--- src/rtl/frame_phase_scheduler.sv ---
// frame_phase_scheduler: sequences one animation step of a game object.
// Erase the old sprite, advance the position, draw the new sprite, then hold
// for WAIT_FRAMES video frames. The erase and draw jobs share one pixel engine
// through a go/done handshake. A bounded wait on draw_done keeps a stuck
// engine from hanging the sequence.
//
// Every output is a flop. The pulse outputs and busy are decoded from the
// next state, so each one lines up with the state it belongs to.
// frame_tick is issued one cycle early from the divider, so it shows during
// the last cycle of each frame.
// CLKS_PER_FRAME must be at least 2, WAIT_FRAMES at least 1 and
// DONE_TIMEOUT at least 1.
module frame_phase_scheduler #(
  parameter int CLKS_PER_FRAME = 833334,
  parameter int WAIT_FRAMES    = 6,
  parameter int DONE_TIMEOUT   = 65535
) (
  input  logic       clk,
  input  logic       reset,
  input  logic       run,
  input  logic       pause,
  input  logic       draw_done,
  output logic       erase_go,
  output logic       draw_go,
  output logic       update_en,
  output logic       frame_tick,
  output logic       busy,
  output logic       timeout,
  output logic [2:0] state
);

  localparam int DIV_W  = (CLKS_PER_FRAME > 1) ? $clog2(CLKS_PER_FRAME) : 1;
  localparam int FCNT_W = (WAIT_FRAMES > 0) ? $clog2(WAIT_FRAMES + 1) : 1;
  localparam int TCNT_W = (DONE_TIMEOUT > 0) ? $clog2(DONE_TIMEOUT + 1) : 1;

  // Last divider value of a frame, and the value one before it.
  // frame_tick is issued from the second of these.
  localparam logic [DIV_W-1:0]  DIV_LAST  = DIV_W'(CLKS_PER_FRAME - 1);
  localparam logic [DIV_W-1:0]  DIV_PRE   = DIV_W'(CLKS_PER_FRAME - 2);
  // The frame count compared on the final tick. The count becomes
  // WAIT_FRAMES on the same edge that leaves WAIT.
  localparam logic [FCNT_W-1:0] FCNT_LAST = FCNT_W'(WAIT_FRAMES - 1);
  // Count value in the last allowed cycle of a draw_done wait.
  localparam logic [TCNT_W-1:0] TCNT_LAST = TCNT_W'(DONE_TIMEOUT - 1);

  typedef enum logic [2:0] {
    IDLE       = 3'd0,
    ERASE_REQ  = 3'd1,
    ERASE_WAIT = 3'd2,
    UPDATE     = 3'd3,
    DRAW_REQ   = 3'd4,
    DRAW_WAIT  = 3'd5,
    WAIT       = 3'd6
  } state_e;

  state_e              state_q, state_d;
  logic [DIV_W-1:0]    div_q, div_d;
  logic [FCNT_W-1:0]   fcnt_q, fcnt_d;
  logic [TCNT_W-1:0]   tcnt_q, tcnt_d;
  logic                timeout_q, timeout_d;
  logic                tick_d;
  logic                erase_go_q, draw_go_q, update_en_q, frame_tick_q, busy_q;

  // Next-state logic plus the divider, frame and timeout counters.
  always_comb begin
    state_d   = state_q;
    div_d     = div_q;
    fcnt_d    = fcnt_q;
    tcnt_d    = tcnt_q;
    timeout_d = timeout_q;
    tick_d    = 1'b0;
    unique case (state_q)
      IDLE: begin
        if (run) state_d = ERASE_REQ;
      end
      ERASE_REQ: begin
        tcnt_d  = '0;
        state_d = ERASE_WAIT;
      end
      ERASE_WAIT: begin
        if (draw_done) begin
          state_d = UPDATE;
        end else if (tcnt_q == TCNT_LAST) begin
          timeout_d = 1'b1;
          state_d   = UPDATE;
        end else begin
          tcnt_d = tcnt_q + 1'b1;
        end
      end
      UPDATE: begin
        state_d = DRAW_REQ;
      end
      DRAW_REQ: begin
        tcnt_d  = '0;
        state_d = DRAW_WAIT;
      end
      DRAW_WAIT: begin
        if (draw_done || tcnt_q == TCNT_LAST) begin
          if (!draw_done) timeout_d = 1'b1;
          div_d   = '0;
          fcnt_d  = '0;
          state_d = WAIT;
        end else begin
          tcnt_d = tcnt_q + 1'b1;
        end
      end
      WAIT: begin
        // While paused, the divider and frame count hold and no tick is issued.
        if (!pause) begin
          if (div_q == DIV_LAST) begin
            div_d  = '0;
            fcnt_d = fcnt_q + 1'b1;
            if (fcnt_q == FCNT_LAST) state_d = run ? ERASE_REQ : IDLE;
          end else begin
            div_d  = div_q + 1'b1;
            tick_d = (div_q == DIV_PRE);
          end
        end
      end
      default: state_d = IDLE;
    endcase
  end

  // State, counters and registered outputs. Reset drops any pulse in flight.
  always_ff @(posedge clk) begin
    if (reset) begin
      state_q      <= IDLE;
      div_q        <= '0;
      fcnt_q       <= '0;
      tcnt_q       <= '0;
      timeout_q    <= 1'b0;
      erase_go_q   <= 1'b0;
      draw_go_q    <= 1'b0;
      update_en_q  <= 1'b0;
      frame_tick_q <= 1'b0;
      busy_q       <= 1'b0;
    end else begin
      state_q      <= state_d;
      div_q        <= div_d;
      fcnt_q       <= fcnt_d;
      tcnt_q       <= tcnt_d;
      timeout_q    <= timeout_d;
      erase_go_q   <= (state_d == ERASE_REQ);
      draw_go_q    <= (state_d == DRAW_REQ);
      update_en_q  <= (state_d == UPDATE);
      frame_tick_q <= tick_d;
      busy_q       <= (state_d != IDLE);
    end
  end

  assign erase_go   = erase_go_q;
  assign draw_go    = draw_go_q;
  assign update_en  = update_en_q;
  assign frame_tick = frame_tick_q;
  assign busy       = busy_q;
  assign timeout    = timeout_q;
  assign state      = state_q;

endmodule
--- config.mk ---
export PLATFORM = sky130hd
export DESIGN_NAME = frame_phase_scheduler
export DESIGN_NICKNAME = d
export VERILOG_FILES = /design/src/rtl/frame_phase_scheduler.sv
export SDC_FILE = /design/constraint.sdc
export NUM_CORES = 1
export LEC_CHECK = 0
export ABC_AREA = 1
export CAP_MARGIN = 10
export CORE_ASPECT_RATIO = 1.4
export CORE_MARGIN = 4
export CORE_UTILIZATION = 55
export CTS_CLUSTER_SIZE = 24
export DETAILED_ROUTE_END_ITERATION = 10
export PLACE_DENSITY = 0.8
export SLEW_MARGIN = 20
export SYNTH_ARGS = -nofsm -noshare
export SYNTH_HDL_FRONTEND = slang
export SYNTH_SLANG_ARGS = --single-unit
--- constraint.sdc ---
create_clock -name clk -period 1.6 [get_ports clk]
set_input_delay 0.48 -clock clk [delete_from_list [all_inputs] [get_ports clk]]
set_output_delay 0.48 -clock clk [all_outputs]
set_load 0.02 [all_outputs]
Word level (Yosys, flattened, before mapping)
Index checks and enable logic that the tools add are counted.
Word-level totals
  flip-flop bits (word level): 48
  latch bits: 0
  RAM bits: 0
  ROM bits: 0
  bits of input ports: 5
  output and inout port bits: 9
  word-level logic and storage cells: 73
  memories kept: 0
Operators by class
  add/sub/neg operators: 3
  $mul: 0
  div/mod/pow operators: 0
  order comparisons: 0
  eq/ne operators: 21
  shifts and indexed selects: 0
  multiplexer cells: 26
  bitwise operators: 1
  reduce and logical (&&, ||, !) cells: 12
Operators by type and width (number)
  $mux 20: 3
  $mux 16: 3
  $pmux 16 s3: 1
  $eq 20x20->1 const B: 2
  $pmux 20 s2: 1
  $mux 3: 10
  $pmux 3 s7: 1
  $add 20x1->20 const B: 1
  $add 16x1->16 const B: 1
  $eq 16x16->1 const B: 1
  $ne 2x2->1 const B: 8
  $eq 3x3->1 const B: 5
  $eq 3x2->1 const B: 3
  $reduce_and 4->1: 2
  $eq 3x1->1 const B: 2
  $pmux 3 s2: 1
  $reduce_bool 3->1: 2
  $mux 1: 5
  $reduce_and 5->1: 1
  $reduce_bool 2->1: 2
  $reduce_or 4->1: 1
  $add 3x1->3 const B: 1
  $logic_not 3->1: 1
  $reduce_and 3->1: 1
  4 further kinds: 4

Logic depth before layout (Yosys ltp)
Gate-level depths: netlist (run 1).
  depth in word-level cells: 6
  mapped depth: 13
  mapped depth without buffers: 13

Least setup slack after synthesis (run 1)
Ideal clock, no wire load.
  path type: reg2reg
  start point: reg state_q[2], in the netlist state[2]
  end point: reg div_q[11]
  library setup time: 70 ps
  data arrival time: 1610 ps
  required time: 1530 ps
  slack: -80 ps
  cell stages (with the launch flop): 9
  buffers on the path: 2
  clock period less this slack: 1680 ps
  cells stage by stage: dfxtp_1 nand2_1 nor2_4 inv_2 buf_2 a21oi_4 buf_6 nand2_2 a21oi_2
Between the ends
  word-level cells in the longest chain between the ends: 3
  elaborated cells on any way between the ends: 7
  classes of those cells: eq/ne (4); mux (1); reduce/logical (2)
RTL lines
  start, declared: RTL line 56  | state_e state_q, state_d;
  start signal, assigned: RTL line 138  | state_q <= state_d;
  $eq 3x3->1: RTL line 72  | unique case (state_q)
  $ne 2x2->1 (no source line) or $reduce_bool 2->1 (tied branches)
  $reduce_and 3->1 (no source line)
  end signal, assigned: RTL line 139  | div_q <= div_d;
  end, declared: RTL line 57  | logic [DIV_W-1:0] div_q, div_d;
Several ways; a longest one is shown, not always the timed one.
A chain may end at the register's enable or synchronous reset.

Worst setup path after layout (run 1)
  start point: reg tcnt_q[0]
  end point: reg fcnt_q[1]
Between the ends
  word-level cells in the longest chain between the ends: 4
RTL lines
  start, declared: RTL line 59  | logic [TCNT_W-1:0] tcnt_q, tcnt_d;
  start signal, assigned: RTL line 141  | tcnt_q <= tcnt_d;
  $eq 16x16->1: RTL line 98  | if (draw_done || tcnt_q == TCNT_LAST) begin
  $logic_or 1x1->1: RTL line 98
  $ne 2x2->1 (no source line)
  $reduce_and 4->1 (no source line)
  end signal, assigned: RTL line 140  | fcnt_q <= fcnt_d;
  end, declared: RTL line 58  | logic [FCNT_W-1:0] fcnt_q, fcnt_d;
Every way passes these cells.

==> flow_summary.json, run 1 <==
{
  "max-cap-violations": 0,
  "yosysSeqAreaShare": 0.305,
  "irDropWorstVdd_uv": 420,
  "clock_sinks": 48,
  "track_usage": 0.275,
  "die_area_um2": 7010,
  "drive_gt1_frac": 0.379,
  "crit_required_ns": 1.81,
  "synth.avg_cell_area_um2": 6.31,
  "grt_pass1_wl_um": 15600,
  "skew_ns": 0.00489,
  "synth.distinct_cells": 33,
  "hold_violations": 0,
  "placementRows": 32,
  "clock-root-buffer": "clkbuf_8",
  "p_leak_nw": 1.78,
  "regArea_um2": 977,
  "final.min_clock_period_ns": 1.71,
  "die_h_um": 97.5,
  "setup_ws_ns": -0.114,
  "clock_latency_ns": 0.31,
  "die_w_um": 71.9,
  "ys_warn_count": 0,
  "drc": 0,
  "hold_path_class": "reg -> reg",
  "final_max_slew_viol_count": 0,
  "slew_headroom": 0.803,
  "outcome": "complete, but fails checks",
  "grt_pass1_vias": 3657,
  "path_max_fanout": 5,
  "ys_ff_latch": 48,
  "drtIter0Drc": 265,
  "whs_ns": 0.482,
  "drtPass1Iterations": 6,
  "tritoncts": "built",
  "cp-startpoint": "tcnt_q[0]",
  "rsz0062_at_grt": "true",
  "nFillCells": 340,
  "nets": 596,
  "wl_per_cell_um": 15.2,
  "violations": "setup timing",
  "tightest_slew_ns": 0.295,
  "cts_hold_buf": 0,
  "grt_overflow": 0,
  "max_freq_mhz": 583,
  "cts.reportedPaths.clkPinSlew_ns": 0.10,
  "floorplan.initialDensity": 0.570,
  "async_reset_ff_frac": 0,
  "hp-start": "timeout",
  "setup-violations-final": 44,
  "cp_cell_sequence": "inv_2 > ha_4 > inv_2 > nor2_2 > nand2_2 > nor2_4 > o21ai_4 > buf_4 > nand2_2 > nand2_2 > inv_2 > nand2_1 > nand2_1 > nor2_1",
  "cpMaxStageDelayCell": "dfxtp_2",
  "synth_edf_count": 0,
  "wl_um": 9900,
  "r2r_start": "tcnt_q[0]",
  "multi_input_comb_area_um2": 2310,
  "viasPerCell": 5.58,
  "num_vias": 3645,
  "arrival_ns": 1.93,
  "synthCells": 499,
  "ys.flop_type": "dfxtp_1",
  "postRouteAntennaNets": 0,
  "cp-end-kind": "register",
  "syn-cell-area_um2": 3150,
  "grt_max_degree": 18,
  "start_kind": "register",
  "htree_levels": 2,
  "diodes": 0,
  "ios": 14,
  "antenna_found_initial": 0,
  "instances_no_fill": 653,
  "core_area_um2": 5530,
  "placed_cells": 628,
  "p_per_area_nw_per_um2": 626,
  "critPathKind": "reg -> reg",
  "port-buffer-count": 13,
  "numCtsBuffers": 5,
  "syn-num-nets": 511,
  "fin_crit_sh": 1.07,
  "gp_congestion": 0.920,
  "area_growth_syn_to_layout_pct": 41.9,
  "cp_slowest_stage_delay_ns": 0.33,
  "cts_max_path_buffers": 2,
  "dpl.hpwl_um": 6040
}
cells in the final DEF (no fill, tap or decap), drive strengths merged, types with 5 or more instances in the layout:
master       count
a21oi           42
ha               7
o21ai           10
nand4            9
inv             48
nand2          172
xor2            12
xnor2            8
nor2            87
buf             77
nor3             5
clkbuf           5
nand3           32
dlygate4sd2      8
dfxtp           48
cell families after synthesis:
logic type | share of synthesized area
compound gates | 0.104
xor+xnor | 0.0557
flops | 0.305
buf+inv | 0.0835
simple gates | 0.423
fa+ha+maj | 0.0278
cell type report:
type	instances	area share
Clock inverter	3	0.00952
Timing Repair inverter	1	0.00252
Sequential cell	48	0.219
Clock buffer	5	0.0154
Multi-Input combinational cell	390	0.517
Tap cell	68	0.0190
Timing Repair Buffer	90	0.174
Inverter	48	0.0431
report_power, final:
group          internal [mW]  leakage [nW]  switching, mW
combinational          0.228          1.33          0.401
clock                  0.463        0.0541          0.446
sequential              1.23         0.393         0.0283
metal layers:
layer  global-route usage  wire length [um]  vias up
met2                0.485              5340      152
met5                    0                 0        -
li1                     -                 -     1738
met4                0.192               551        0
met1                0.290              3570     1697
met3               0.0373               434       58
worst paths after layout:
kind,depth (start not counted),end,slack [ns]
setup / recovery,14,fcnt_q[1],-0.11
hold / removal,2,timeout,0.48
setup reg to reg,14,fcnt_q[1],-0.11
hold reg to reg,2,timeout,0.48
sequential cells by signal, summed over array words and instances, names as in the netlist:
signal,count
state,3
timeout,1
frame_tick,1
fcnt_q,3
tcnt_q,16
div_q,20
erase_go,1
draw_go,1
busy,1
update_en,1
worst max-delay path, delay by kind of cell, from the launching register on:
kind | cells | cell delay (ns)
DFF | 1 | 0.33
adders and majority gates | 1 | 0.12
buffers and inverters | 4 | 0.34
and+or+nand+nor | 8 | 0.70
AOI/OAI and AO/OA | 1 | 0.13
synth_stat cells, types with 4 or more instances:
cell      instances  share of area
o21ai_0           8          0.013
buf_2             4         0.0064
nand4_1           9          0.018
a21oi_1          31          0.049
inv_1            44          0.052
a21oi_2          10          0.028
nand2_1         157           0.19
nor2_1           77          0.092
nor2_2            5         0.0099
xnor2_1           8          0.022
nand3_1          31          0.049
clkbuf_1          6         0.0072
nand2_2          15          0.030
xor2_1           12          0.033
ha_1              7          0.028
dfxtp_1          48           0.31
nor3_1            5         0.0080
what timing repair did:
item	CTS	global route
buffers inserted	5	8
setup endpoints to repair	51	47
pin swaps	21	27
gates resized for setup	62	79
hold endpoints to repair	0	0
gates cloned	4	0
metrics by stage:
stage | worst slack [ns] | TNS (ns) | util | power (mW) | area, um2
final | -0.114 | -2.66 | 0.808 | 2.79 | 4470
after floorplan | -0.00456 | -0.0385 | - | 1.55 | 3170
after CTS | -0.118 | -2.92 | 0.752 | 2.67 | 4160
after global routing | -0.225 | -7.33 | 0.808 | 2.90 | 4470
after detailed placement | -0.445 | -16.27 | 0.686 | 1.70 | 3790
after global placement | -0.402 | -14.56 | 0.686 | 1.69 | 3790
(Power assumes the default switching activity.)
==> inputs of run 2 (changes only) <==
- PLACE_DENSITY: 0.8 -> 0.77
- REMOVE_ABC_BUFFERS: default -> 1
- clock period: 1.6 -> 1.75 ns (I/O delays scaled with it)
==> flow_summary.json, run 2 (synthesis gave the netlist of run 1 again) <==
{
  "setup_ws_ns": -0.0406,
  "placed_area_um2": 3700,
  "clock-root-buffer": "clkbuf_8",
  "clock_latency_ns": 0.31,
  "final_cell_mix": "nand2_1 (152), nor2_1 (70), buf_4 (47)",
  "regMostFlops": "div_q",
  "critPathKind": "reg -> reg",
  "final.setup.tns_ns": -0.202,
  "postRouteAntennaNets": 0,
  "stdcell_area_um2": 4010,
  "max_freq_mhz": 558,
  "p_per_area_nw_per_um2": 603,
  "placementRows": 32,
  "numCtsBuffers": 5,
  "viasPerCell": 5.29,
  "diodes": 0,
  "die_w_um": 71.9,
  "track_usage": 0.221,
  "hold_path_class": "reg -> reg",
  "core_area_um2": 5530,
  "fin_crit_sh": 1.02,
  "setup-violations-final": 9,
  "nets": 572,
  "final_max_slew_viol_count": 0,
  "total_power_mw": 2.42,
  "area_growth_syn_to_layout_pct": 27.4,
  "arrival_ns": 2.03,
  "tightest_slew_ns": 0.319,
  "skew_ns": 0.00590,
  "nFillCells": 438,
  "die_area_um2": 7010,
  "slew_headroom": 0.785,
  "drtPass1Iterations": 5,
  "hold_violations": 0,
  "htree_levels": 2,
  "die_h_um": 97.5,
  "cts_max_path_buffers": 2,
  "cp-end-kind": "register",
  "wl_um": 8650,
  "gp_congestion": 0.903,
  "clock_sinks": 48,
  "grt_pass1_wl_um": 12700,
  "cts.reportedPaths.clkPinSlew_ns": 0.10,
  "final.min_clock_period_ns": 1.79,
  "rsz0062_at_grt": "true",
  "crit_required_ns": 1.99,
  "p_leak_nw": 1.60,
  "path_max_fanout": 8,
  "grt_overflow": 0,
  "tritoncts": "built",
  "start_kind": "register",
  "irDropWorstVdd_uv": 410,
  "max-cap-violations": 0,
  "dpl.hpwl_um": 5810,
  "reg_top3": "div_q x20, tcnt_q x16",
  "dp_worst_setup_slack_ns": -0.237,
  "floorplan.initialDensity": 0.570,
  "port-buffer-count": 13,
  "largest_reg_flops": 20,
  "antenna_found_initial": 0,
  "num_vias": 3325,
  "drc": 0,
  "outcome": "complete, but fails checks",
  "violations": "setup timing",
  "final_common_cell": "nand2_1",
  "drive_gt1_frac": 0.232,
  "ios": 14,
  "grt_max_degree": 21,
  "grt_pass1_vias": 3042,
  "wl_per_cell_um": 13.8,
  "drtIter0Drc": 185
}
[run 2: cell types whose count changed in the layout (fill, tap and decap cells not counted), moves of 3 or more]
cell and change:
a21oi_1 +16, a21oi_2 -16, buf_4 -22, dfxtp_1 +5
dfxtp_2 -4, inv_1 +3, inv_2 -3, nand2_1 +37
nand2_2 -20, nand2_4 -17
[run 2: where the power goes]
| part | leakage (nW) | total, mW | switching [mW] | internal, mW |
|---|---|---|---|---|
| logic | 1.15 | 0.451 | 0.267 | 0.184 |
| registers | 0.390 | 1.14 | 0.0221 | 1.12 |
| clock network | 0.0552 | 0.823 | 0.398 | 0.425 |
| total | 1.60 | 2.42 | 0.687 | 1.73 |
[run 2: metrics by stage]
step | util | hold slack [ns] | std cells
floorplan | - | 0.452 | 485
global placement | 0.670 | 0.447 | 615
detailed placement | 0.670 | 0.470 | 615
CTS | 0.688 | 0.490 | 623
global route | 0.725 | 0.523 | 629
finish | 0.725 | 0.495 | 629
[run 2: path summary, 6_finish.rpt]
check | cells past startpoint | end | startpoint | slack, ns
worst max-delay path | 12 | div_q[6] | tcnt_q[0] | -0.04
worst min register to register | 2 | tcnt_q[13] | tcnt_q[13] | 0.50
worst max register to register | 12 | div_q[6] | tcnt_q[0] | -0.04
worst min-delay path | 2 | tcnt_q[13] | tcnt_q[13] | 0.50
[run 2: worst max-delay path, stage by stage (launching register included)]
cell and delay, ns:
dfxtp_2 0.34, inv_2 0.08, ha_4 0.12, inv_2 0.03, nor2_2 0.09, nand2_2 0.07, nor2_4 0.18, o21ai_4 0.10
buf_6 0.13, a21oi_4 0.21, clkbuf_16 0.21, nand2_2 0.06, a21oi_2 0.11
[run 2: cell type report]
cell class | instances | area, um2 | share of cell area
Clock buffer | 6 | 72.6 | 0.0181
Multi-Input combinational cell | 389 | 2030 | 0.507
Clock inverter | 2 | 35.0 | 0.00874
Sequential cell | 48 | 968 | 0.242
Timing Repair Buffer | 68 | 628 | 0.157
Inverter | 48 | 188 | 0.0468
Tap cell | 68 | 85.1 | 0.0212
[run 2: metal layers]
layer / vias up / GRT usage / share of wire
li1: 1685 / - / -
met2: 97 / 0.394 / 0.55
met3: 28 / 0.0290 / 0.035
met4: 0 / 0.126 / 0.029
met1: 1515 / 0.243 / 0.39
met5: - / 0 / 0
[run 2: repair_timing]
| item | CTS | global route |
|---|---|---|
| resized for setup | 10 | 40 |
| endpoints found under the setup margin | 18 | 44 |
| hold endpoints to repair | 0 | 0 |
| pin swaps | 1 | 17 |
| setup buffers | 0 | 4 |
| gates cloned | 0 | 2 |
| hold buffers | 0 | 0 |
==> inputs of run 3 (changes only) <==
- GPL_ROUTABILITY_DRIVEN: default -> 1
- SLEW_MARGIN: 20 -> default
==> results of run 3 <==
Same layout as run 2: the final DEF is identical, and so are final timing and power.
